File: config.mk
export PLATFORM = sky130hd
export DESIGN_NAME = accumulator_n_flat
export DESIGN_NICKNAME = d
export VERILOG_FILES = /design/src/rtl/accumulator_n_if.sv /design/src/rtl/accumulator_n.sv /design/src/flat_wrapper.sv
export SDC_FILE = /design/constraint.sdc
export NUM_CORES = 1
export LEC_CHECK = 0
export BUFFER_PORTS_ARGS = -buffer_cell sky130_fd_sc_hd__clkbuf_2
export CAP_MARGIN = 20
export CORE_MARGIN = 5
export CORE_UTILIZATION = 55
export DETAILED_ROUTE_END_ITERATION = 10
export GPL_ROUTABILITY_DRIVEN = 1
export PLACE_DENSITY = 0.8
export SLEW_MARGIN = 20
export SYNTH_ARGS = -nofsm -noshare
export SYNTH_HDL_FRONTEND = slang
export SYNTH_SLANG_ARGS = --single-unit
File: constraint.sdc
create_clock -name clk -period 2.3 [get_ports clk]
set_input_delay 0.23 -clock clk [delete_from_list [all_inputs] [get_ports clk]]
set_output_delay 0.23 -clock clk [all_outputs]
set_load 0.1 [all_outputs]
File: src/rtl/accumulator_n_if.sv
// Operation/result handshake bundle for accumulator_n.
// The master drives operations and consumes results; the slave is the accumulator.
interface accumulator_n_if #(
  parameter int WIDTH = 8
);
  logic             enable;
  logic [1:0]       mode;
  logic [WIDTH-1:0] datain;
  logic             in_valid;
  logic             in_ready;
  logic [WIDTH-1:0] dataout;
  logic             out_valid;
  logic             out_ready;
  logic             carry;
  logic             overflow;
  logic             zero;

  modport master (
    output enable, mode, datain, in_valid, out_ready,
    input  in_ready, dataout, out_valid, carry, overflow, zero
  );

  modport slave (
    input  enable, mode, datain, in_valid, out_ready,
    output in_ready, dataout, out_valid, carry, overflow, zero
  );
endinterface

File: src/rtl/accumulator_n.sv
// Signed accumulator with LOAD/ADD/SUB/CLEAR, carry/overflow flags, optional
// saturation, and a single-entry valid/ready result stage that is the accumulator itself.
module accumulator_n #(
  parameter int WIDTH    = 8,
  parameter bit SATURATE = 1'b0
) (
  input  logic           clk,
  input  logic           reset,
  accumulator_n_if.slave bus
);
  typedef enum logic [1:0] {
    MODE_LOAD  = 2'b00,
    MODE_ADD   = 2'b01,
    MODE_SUB   = 2'b10,
    MODE_CLEAR = 2'b11
  } mode_e;

  localparam logic [WIDTH-1:0] SAT_MAX = {1'b0, {(WIDTH-1){1'b1}}};
  localparam logic [WIDTH-1:0] SAT_MIN = {1'b1, {(WIDTH-1){1'b0}}};

  logic [WIDTH-1:0] acc_q, acc_d;
  logic             carry_q, carry_d;
  logic             overflow_q, overflow_d;
  logic             out_valid_q, out_valid_d;

  logic             in_ready;
  logic             accept;
  logic [WIDTH:0]   sum;
  logic [WIDTH:0]   diff;
  logic             ovf;

  assign in_ready = ~out_valid_q | bus.out_ready;
  assign accept   = bus.enable & bus.in_valid & in_ready;

  always_comb begin
    acc_d       = acc_q;
    carry_d     = carry_q;
    overflow_d  = overflow_q;
    out_valid_d = out_valid_q;
    ovf         = 1'b0;
    sum         = {1'b0, acc_q} + {1'b0, bus.datain};
    // Top bit of the zero-extended difference is the unsigned borrow.
    diff        = {1'b0, acc_q} - {1'b0, bus.datain};

    if (accept) begin
      out_valid_d = 1'b1;
      unique case (mode_e'(bus.mode))
        MODE_LOAD: begin
          acc_d      = bus.datain;
          carry_d    = 1'b0;
          overflow_d = 1'b0;
        end
        MODE_ADD: begin
          ovf        = (acc_q[WIDTH-1] == bus.datain[WIDTH-1]) &&
                       (sum[WIDTH-1] != acc_q[WIDTH-1]);
          acc_d      = sum[WIDTH-1:0];
          carry_d    = sum[WIDTH];
          overflow_d = ovf;
        end
        MODE_SUB: begin
          ovf        = (acc_q[WIDTH-1] != bus.datain[WIDTH-1]) &&
                       (diff[WIDTH-1] != acc_q[WIDTH-1]);
          acc_d      = diff[WIDTH-1:0];
          carry_d    = diff[WIDTH];
          overflow_d = ovf;
        end
        MODE_CLEAR: begin
          acc_d      = '0;
          carry_d    = 1'b0;
          overflow_d = 1'b0;
        end
        default: ;
      endcase
      // On overflow the accumulator's own sign tells the direction in both ADD and SUB.
      if (SATURATE && ovf) begin
        acc_d = acc_q[WIDTH-1] ? SAT_MIN : SAT_MAX;
      end
    end else if (bus.out_ready) begin
      out_valid_d = 1'b0;
    end
  end

  always_ff @(posedge clk or negedge reset) begin
    if (!reset) begin
      acc_q       <= '0;
      carry_q     <= 1'b0;
      overflow_q  <= 1'b0;
      out_valid_q <= 1'b0;
    end else begin
      acc_q       <= acc_d;
      carry_q     <= carry_d;
      overflow_q  <= overflow_d;
      out_valid_q <= out_valid_d;
    end
  end

  assign bus.in_ready  = in_ready;
  assign bus.dataout   = acc_q;
  assign bus.out_valid = out_valid_q;
  assign bus.carry     = carry_q;
  assign bus.overflow  = overflow_q;
  assign bus.zero      = (acc_q == '0);
endmodule

File: src/flat_wrapper.sv
// flat-port wrapper written by rule: the top's interface ports become plain ports
module accumulator_n_flat 
#(
  parameter int WIDTH    = 8,
  parameter bit SATURATE = 1'b0
)
  (clk, reset, bus_enable, bus_mode, bus_datain, bus_in_valid, bus_out_ready, bus_in_ready, bus_dataout, bus_out_valid, bus_carry, bus_overflow, bus_zero);
  accumulator_n_if #(.WIDTH(WIDTH)) bus_i ();
  input  logic clk;
  input  logic reset;
  input wire logic [$bits(bus_i.enable)-1:0] bus_enable;
  input wire logic [$bits(bus_i.mode)-1:0] bus_mode;
  input wire logic [$bits(bus_i.datain)-1:0] bus_datain;
  input wire logic [$bits(bus_i.in_valid)-1:0] bus_in_valid;
  input wire logic [$bits(bus_i.out_ready)-1:0] bus_out_ready;
  output wire logic [$bits(bus_i.in_ready)-1:0] bus_in_ready;
  output wire logic [$bits(bus_i.dataout)-1:0] bus_dataout;
  output wire logic [$bits(bus_i.out_valid)-1:0] bus_out_valid;
  output wire logic [$bits(bus_i.carry)-1:0] bus_carry;
  output wire logic [$bits(bus_i.overflow)-1:0] bus_overflow;
  output wire logic [$bits(bus_i.zero)-1:0] bus_zero;
  assign bus_i.enable = bus_enable;
  assign bus_i.mode = bus_mode;
  assign bus_i.datain = bus_datain;
  assign bus_i.in_valid = bus_in_valid;
  assign bus_i.out_ready = bus_out_ready;
  assign bus_in_ready = bus_i.in_ready;
  assign bus_dataout = bus_i.dataout;
  assign bus_out_valid = bus_i.out_valid;
  assign bus_carry = bus_i.carry;
  assign bus_overflow = bus_i.overflow;
  assign bus_zero = bus_i.zero;
  accumulator_n #(.WIDTH(WIDTH), .SATURATE(SATURATE)) u_core (.clk(clk), .reset(reset), .bus(bus_i));
endmodule
==> results of run 1 <==
==> state kept, by name, summed over array words and instances (netlist names) <==
| register | flops |
|---|---|
| u_core.bus.carry | 1 |
| u_core.bus.overflow | 1 |
| u_core.bus.dataout | 8 |
| u_core.bus.out_valid | 1 |
==> report_power, final <==
group          leakage (nW)  internal (mW)  switching (mW)
registers             0.124          0.253          0.0596
clock network        0.0150         0.0674          0.0829
logic                 0.584          0.330           0.837
total                 0.723          0.650           0.979
==> worst max-delay path, stage by stage, from the launching register on <==
cell and delay, ps:
dfrtp_4 500, or4_1 590, nor2_4 130, clkbuf_2 460
==> stage by stage <==
stage	worst slack (ps)	area (um2)	utilization (%)	power, mW	hold WS [ps]
3_3_place_gp	149.9	1531	63.55	1.420	130.1
6_report	115.5	1577	65.42	1.629	193.5
4_1_cts	37.12	1568	65.06	1.604	199.7
2_1_floorplan	3.895	1384	-	1.241	-65.59
3_5_place_dp	56.22	1531	63.55	1.456	137.5
5_1_grt	14.16	1577	65.42	1.729	211.4
==> final timing paths <==
kind	endpoint	cells after the start	slack (ps)
max	bus_zero	3	120
min	u_core.bus.out_valid	3	190
max reg2reg	u_core.bus.dataout[4]	7	130
min reg2reg	u_core.bus.overflow	2	530
max in group asynchronous	u_core.bus.dataout[0]	2	1660
min in group asynchronous	u_core.bus.carry	2	370
==> logic make-up (layout without fill, tap and decap cells) <==
logic type	after synthesis	after routing
AO/OA/AOI/OAI	57	57
AND/OR/NAND/NOR	63	63
adder cells (fa/ha/maj)	18	18
multiplexers	3	3
XOR/XNOR	1	1
buffers and inverters	25	51
flip-flops	11	11
==> cells in the mapped netlist (3+ instances only) <==
| library cell | instances |
|---|---|
| o21ai_0 | 15 |
| buf_2 | 5 |
| nor2_1 | 19 |
| nand2_1 | 14 |
| nor3_1 | 4 |
| ha_1 | 16 |
| nand2b_1 | 4 |
| a31oi_1 | 3 |
| a211oi_1 | 3 |
| mux2i_1 | 3 |
| inv_1 | 17 |
| a21oi_1 | 11 |
| nor2b_1 | 6 |
| dfrtp_1 | 11 |
| or3_1 | 4 |
==> final cells by class <==
type	instances	area (um2)
multi-input cells	142	1001
fillers	218	833.3
flip-flops and latches	11	287.8
repair buffers	30	160.2
inverters	17	63.81
well taps	30	37.54
clock buffers	4	26.28
==> timing repair <==
item,CTS,global route
setup endpoints to repair,0,2
hold buffers,1,0
endpoints found under the hold margin,11,0
resized for setup,0,2
==> per-layer routing <==
layer  vias up  global-route usage (%)  part of all wire [%]
met1       684                   28.78                    42
met4         0                   8.861                   1.8
met3        11                   1.296                   7.1
met5         -                       0                     0
met2        68                   38.58                    49
li1        693                       -                     -
==> placed cells by master (no fill, tap or decap), types with 2 or more instances in the layout <==
| cell | synthesis | layout |
|---|---|---|
| a211oi_1 | 3 | 3 |
| a21o_1 | 2 | 2 |
| a21oi_1 | 11 | 11 |
| a221oi_2 | 1 | 2 |
| a31oi_1 | 3 | 3 |
| a32oi_1 | 2 | 2 |
| and3_1 | 2 | 2 |
| buf_4 | 1 | 2 |
| clkbuf_2 | 0 | 27 |
| clkbuf_4 | 0 | 3 |
| dfrtp_1 | 11 | 3 |
| dfrtp_2 | 0 | 7 |
| ha_1 | 16 | 15 |
| inv_1 | 17 | 17 |
| mux2i_1 | 3 | 3 |
| nand2_1 | 14 | 14 |
| nand2b_1 | 4 | 3 |
| nand3_1 | 2 | 2 |
| nor2_1 | 19 | 18 |
| nor2b_1 | 6 | 6 |
| nor3_1 | 4 | 4 |
| nor4_1 | 2 | 2 |
| o211ai_1 | 2 | 2 |
| o21a_1 | 2 | 2 |
| o21ai_0 | 15 | 15 |
| o31ai_1 | 2 | 2 |
| or3_1 | 4 | 4 |
| or4_1 | 2 | 2 |
==> results by group, run 1 <==
Power and ir drop
  • Leak: 0.7227 nW
  • Worst VDD drop: around 0.82 mV
  • Power per cell area: 1033 nW/um2

CTS
  • Clock Pin Slew Worst Setup and Hold Paths: 80 ps
  • Clock root buffer: clkbuf_4
  • Num CTS Buffers: 3
  • Clock Sinks: 11
  • CTS max path bufs: 2
  • Setup Buffers After CTS: 0
  • Skew-Pair Late Insertion Delay: 280 ps
  • Clock H-tree levels: 1
  • CTS tree: built

Logic synthesis
  • Mapped Cells: 178
  • Area contributors post-synth: dfrtp_1, ha_1, o21ai_0
  • Post-synthesis cell type count: between 40 and 50
  • Yosys warning count: 0
  • Flops & latches, synth: 11
  • Mean Syn Cell Area: roughly 7.6 um2
  • Sequential share of the synthesized area: 20.26%
  • Xor/xnor share of the synthesized area: 0.6446%
  • Post-synthesis mux area share: 2.210%
  • Simple-Gate Fraction of Synth Area: 23.30%
  • Mapped Nets: 211
  • Largest family of logic cells by synthesized area: compound AO/OA/AOI/OAI gates
  • FFs w/ async S/R, synth: 100.0%
  • Number of synthesized flops with an enable pin: 0
  • Cell taking the most area after synthesis: dfrtp_1
  • Synth Area in Adders: between 15 and 20%
  • Cell area after synthesis: around 1400 um2
  • Synth Area in Compound Gates: 28.27%
  • Top_reg_cell synth: dfrtp_1
  • Area share of the largest cell type after synthesis: 20.26%

Critical path
  • Worst R2R Start: u_core.bus.dataout[0]
  • Worst Setup End Kind: output pin
  • Worst EP arrival: roughly 2000 ps
  • Crit path from: u_core.bus.dataout[0]
  • Startpoint types: flip-flop
  • CP Max Fanout: 4
  • Worst EP required: 2070 ps
  • Worst setup path class: flip-flop to output pin

STA
  • Max Slew Vio Count: 0
  • Final clock period utilization by the worst path: 94.98%
  • RSZ-0062 raised after global routing: false
  • Slew headroom: about 64%
  • Final Setup Violations: 0
  • Skew final: 2.185 ps
  • Final min period: around 2200 ps
  • Worst-margin pin slew: ~550 ps
  • Final setup TNS: 0 ps
  • Final hold violations: 0
  • FMAX: 0.4578 GHz

Global routing
  • First-pass GRT wire length: 6099 um
  • Total gr overflow: 0
  • Largest net degree at the start of global routing: 13
  • Gr usage total: 22.35%
  • Vias in the first global route: 1329
  • Initial antenna violation count: 0

Placed design
  • Placer Congestion: slightly above 0.9
  • Placed cell count: 229
  • IO Port Bufs: 27
  • Detailed placement HPWL: 2908 um

Floorplan
  • Num rows: 18
  • Core box area: 2410 um2
  • Die extent in x: between 50 and 60 um
  • Die H: 59.71 um
  • Die footprint: 3565 um2
  • I/O pin count: 28
  • Starting Density: 56.39%

Worst hold path
  • Hold Path Class: input port to flip-flop
  • Hold_sp: bus_in_valid

Run
  • MaxCap Viol Count: 0

Detailed routing
  • DRT antenna net count: 0
  • # DRC: 0
  • Routed len/inst: 16.52 um
  • 1st-iter DRT viols: slightly above 70
  • Detailed Routing Iterations Pass 1: 4
  • Routed WL: around 3900 um
  • Drt via density: 6.222
  • Via count: 1456

Status
  • Status: completed

Final layout
  • Share of layout cells above drive strength 1: 23.53%
  • ANT cells: 0
  • Synth-to-Final Area Change: 16.02%
  • Post-Layout Cell Count: 234
  • Final net count: 238
No activity file was read; power rests on OpenSTA's default activity.
==> run 2: changes to the inputs <==
- CORE_ASPECT_RATIO: default -> 1.2
- MAX_ROUTING_LAYER: default -> met4
==> run 2 against run 1 <==
  * Die area increased by 0.12%
  * Sequential share of layout area increased by 0.12 points
  * Critical path depth increased by 4
  * Worst setup slack got worse by 6.7 ps
  * Count of clock-buffer cells in the layout unchanged
  * Combinational power decreased by 3%
  * Critical path type is now flip-flop to flip-flop
  * Highest routed layer unchanged
==> results by group, run 2 (synthesized netlist as in run 1, its figures left out) <==
Final layout
  • Max reg flops: 8 (unchanged)
  • ANT cells: 0 (unchanged)
  • Share of layout cells above drive strength 1: 22.66% (was 23.53%)
  • Commonest non-fill, non-tap cells in the layout: clkbuf_2, nor2_1, inv_1 (unchanged)
  • Synth-to-Final Area Change: 15.29% (was 16.02%)
  • Commonest non-fill, non-tap cell in the layout: clkbuf_2 (unchanged)
  • Final net count: 237 (was 238)
  • Design Area, Final: 1567 um2 (was 1577 um2)

Worst hold path
  • Hold Path Class: input port to flip-flop (unchanged)
  • Min-Delay Endpoint: u_core.bus.out_valid (unchanged)
  • Hold_sp: bus_in_valid (unchanged)
  • Hold depth: 3 (unchanged)

Floorplan
  • Die extent in x: 55.38 um (was 59.71 um)
  • Die footprint: 3569 um2 (was 3565 um2)
  • Die H: 64.45 um (was 59.71 um)
  • Core box area: 2330 um2 (was 2410 um2)
  • I/O pin count: 28 (unchanged)
  • Num rows: 19 (was 18)
  • Starting Density: 58.32% (was 56.39%)

CTS
  • Clock H-tree levels: 1 (unchanged)
  • CTS tree: built (unchanged)
  • Clock Pin Slew Worst Setup and Hold Paths: 80 ps (about the same)
  • CTS max path bufs: 2 (unchanged)
  • Clock root buffer: clkbuf_4 (unchanged)
  • Num CTS Buffers: 3 (unchanged)
  • Skew-Pair Late Insertion Delay: 270 ps (was 280 ps)
  • Clock Sinks: 11 (unchanged)

Detailed routing
  • Via count: 1440 (was 1456)
  • Detailed Routing Iterations Pass 1: 4 (unchanged)
  • DRT antenna net count: 0 (unchanged)
  • Routed WL: 3720 um (was 3866 um)
  • # DRC: 0 (unchanged)
  • Routed len/inst: 15.90 um (was 16.52 um)
  • 1st-iter DRT viols: 56 (was 71)
  • Drt via density: 6.154 (was 6.222)

Global routing
  • Vias in the first global route: 1396 (was 1329)
  • Total gr overflow: 0 (unchanged)
  • Largest net degree at the start of global routing: 13 (unchanged)
  • Gr usage total: 22.77% (was 22.35%)
  • Initial antenna violation count: 0 (unchanged)
  • First-pass GRT wire length: 6382 um (was 6099 um)

STA
  • Final min period: 2191 ps (was 2184 ps)
  • Slew headroom: 63.71% (was 63.82%)
  • Max Slew Vio Count: 0 (unchanged)
  • Final hold violations: 0 (unchanged)
  • Final clock period utilization by the worst path: 95.27% (was 94.98%)
  • Final Setup Violations: 0 (unchanged)
  • FMAX: 0.4564 GHz (was 0.4578 GHz)
  • Worst-margin pin slew: 546.7 ps (was 545.1 ps)
  • RSZ-0062 raised after global routing: false (unchanged)
  • Skew final: 2.396 ps (was 2.185 ps)
  • Final setup TNS: 0 ps (unchanged)

Critical path
  • Worst EP arrival: 2390 ps (was 1950 ps)
  • Crit path max-delay cell type: dfrtp_4 (was or4_1)
  • Top delay family on crit path: adder cells (was simple AND/OR/NAND/NOR gates)
  • CP Max Fanout: 4 (unchanged)
  • Worst EP required: 2500 ps (was 2070 ps)
  • Worst setup path class: flip-flop to flip-flop (was flip-flop to output pin)
  • Startpoint types: flip-flop (unchanged)
  • Depth of the most critical reg-to-reg path: 7 (unchanged)
  • R2R setup slack: 110 ps (was 130 ps)
  • Worst Setup End Kind: flip-flop (was output pin)
  • R2r endpoint: u_core.bus.dataout[4] (unchanged)
  • Crit-path max cell delay: 490 ps (was 590 ps)
  • CP Buf/Inv Count: 0 (was 1)
  • Worst R2R Start: u_core.bus.dataout[0] (unchanged)
  • Cell breakdown of the critical path: ha_2 > fa_1 > nand2b_4 > a21oi_2 > or3_1 > a311o_1 > a31oi_1 (was or4_1 > nor2_4 > clkbuf_2)

Placed design
  • Placed Area: 1525 um2 (was 1531 um2)
  • Detailed placement HPWL: 2875 um (was 2908 um)
  • IO Port Bufs: 27 (unchanged)
  • Placer Congestion: 0.9065 (was 0.9303)

Status
  • Status: completed (unchanged)

Power and ir drop
  • Leak: 0.7186 nW (was 0.7227 nW)
  • Worst VDD drop: 0.7021 mV (was 0.8249 mV)
  • Power per cell area: 1018 nW/um2 (was 1033 nW/um2)

Run
  • MaxCap Viol Count: 0 (unchanged)
run 2: changes by cell type in the layout (fill, tap and decap cells not counted):
cell      before  now
a211oi_2       0    1
fa_1           1    2
a211oi_1       3    2
buf_4          2    1
a221oi_1       1    2
a221oi_2       2    1
fa_2           1    0
run 2: metal layers:
metal / up-vias / routed length [um] / global-route usage [%]
met1: 696 / 1583 / 26.25
met5: - / 0 / -
li1: 695 / - / -
met2: 38 / 1929 / 40.09
met4: 0 / 104 / 10.94
met3: 11 / 103 / 1.587
run 2: stage by stage:
step | power (mW) | util, % | setup WS, ps | std cells | hold slack [ps]
after detailed placement | 1.442 | 65.47 | 117.2 | 229 | 136.7
after global routing | 1.719 | 67.24 | 8.882 | 234 | 202.1
after floorplan | 1.241 | - | 3.895 | 178 | -65.59
after global placement | 1.415 | 65.47 | 151.2 | 229 | 134.3
final | 1.594 | 67.24 | 108.9 | 234 | 199.6
after CTS | 1.589 | 67.02 | 99.27 | 234 | 191.4
run 2: worst max path at each step:
stage                                from  depth (start not counted)               endpoint  slack, ps
floorplan           u_core.bus.dataout[0]                          7  u_core.bus.dataout[4]          4
global placement    u_core.bus.dataout[0]                          7  u_core.bus.dataout[4]        150
detailed placement  u_core.bus.dataout[0]                          7  u_core.bus.dataout[4]        120
CTS                 u_core.bus.dataout[0]                          7  u_core.bus.dataout[4]        100
global route        u_core.bus.dataout[0]                          7  u_core.bus.dataout[4]          9
finish              u_core.bus.dataout[0]                          7  u_core.bus.dataout[4]        110
run 2: tightest hold or removal path, stage by stage:
cell	delay [ps]
clkbuf_2	90
nand2_1	60
nand2_1	60
run 2: layout make-up:
cell class	count	area, um2
Clock buffer	4	26.28
Fill cell	228	763.2
Inverter	17	63.81
Multi-Input combinational cell	142	997.2
Sequential cell	11	287.8
Tap cell	31	38.79
Timing Repair Buffer	29	152.6
run 2: repair_timing:
action	in CTS	in global routing
setup endpoints to repair	0	1
hold buffers	1	0
hold endpoints to repair	11	0
buffers inserted	0	0
gates resized for setup	0	1
run 2: power breakdown:
group	switching, mW	leakage, nW	internal, mW
sequential	0.0697	0.124	0.253
combinational	0.813	0.580	0.318
clock	0.0734	0.0150	0.0672
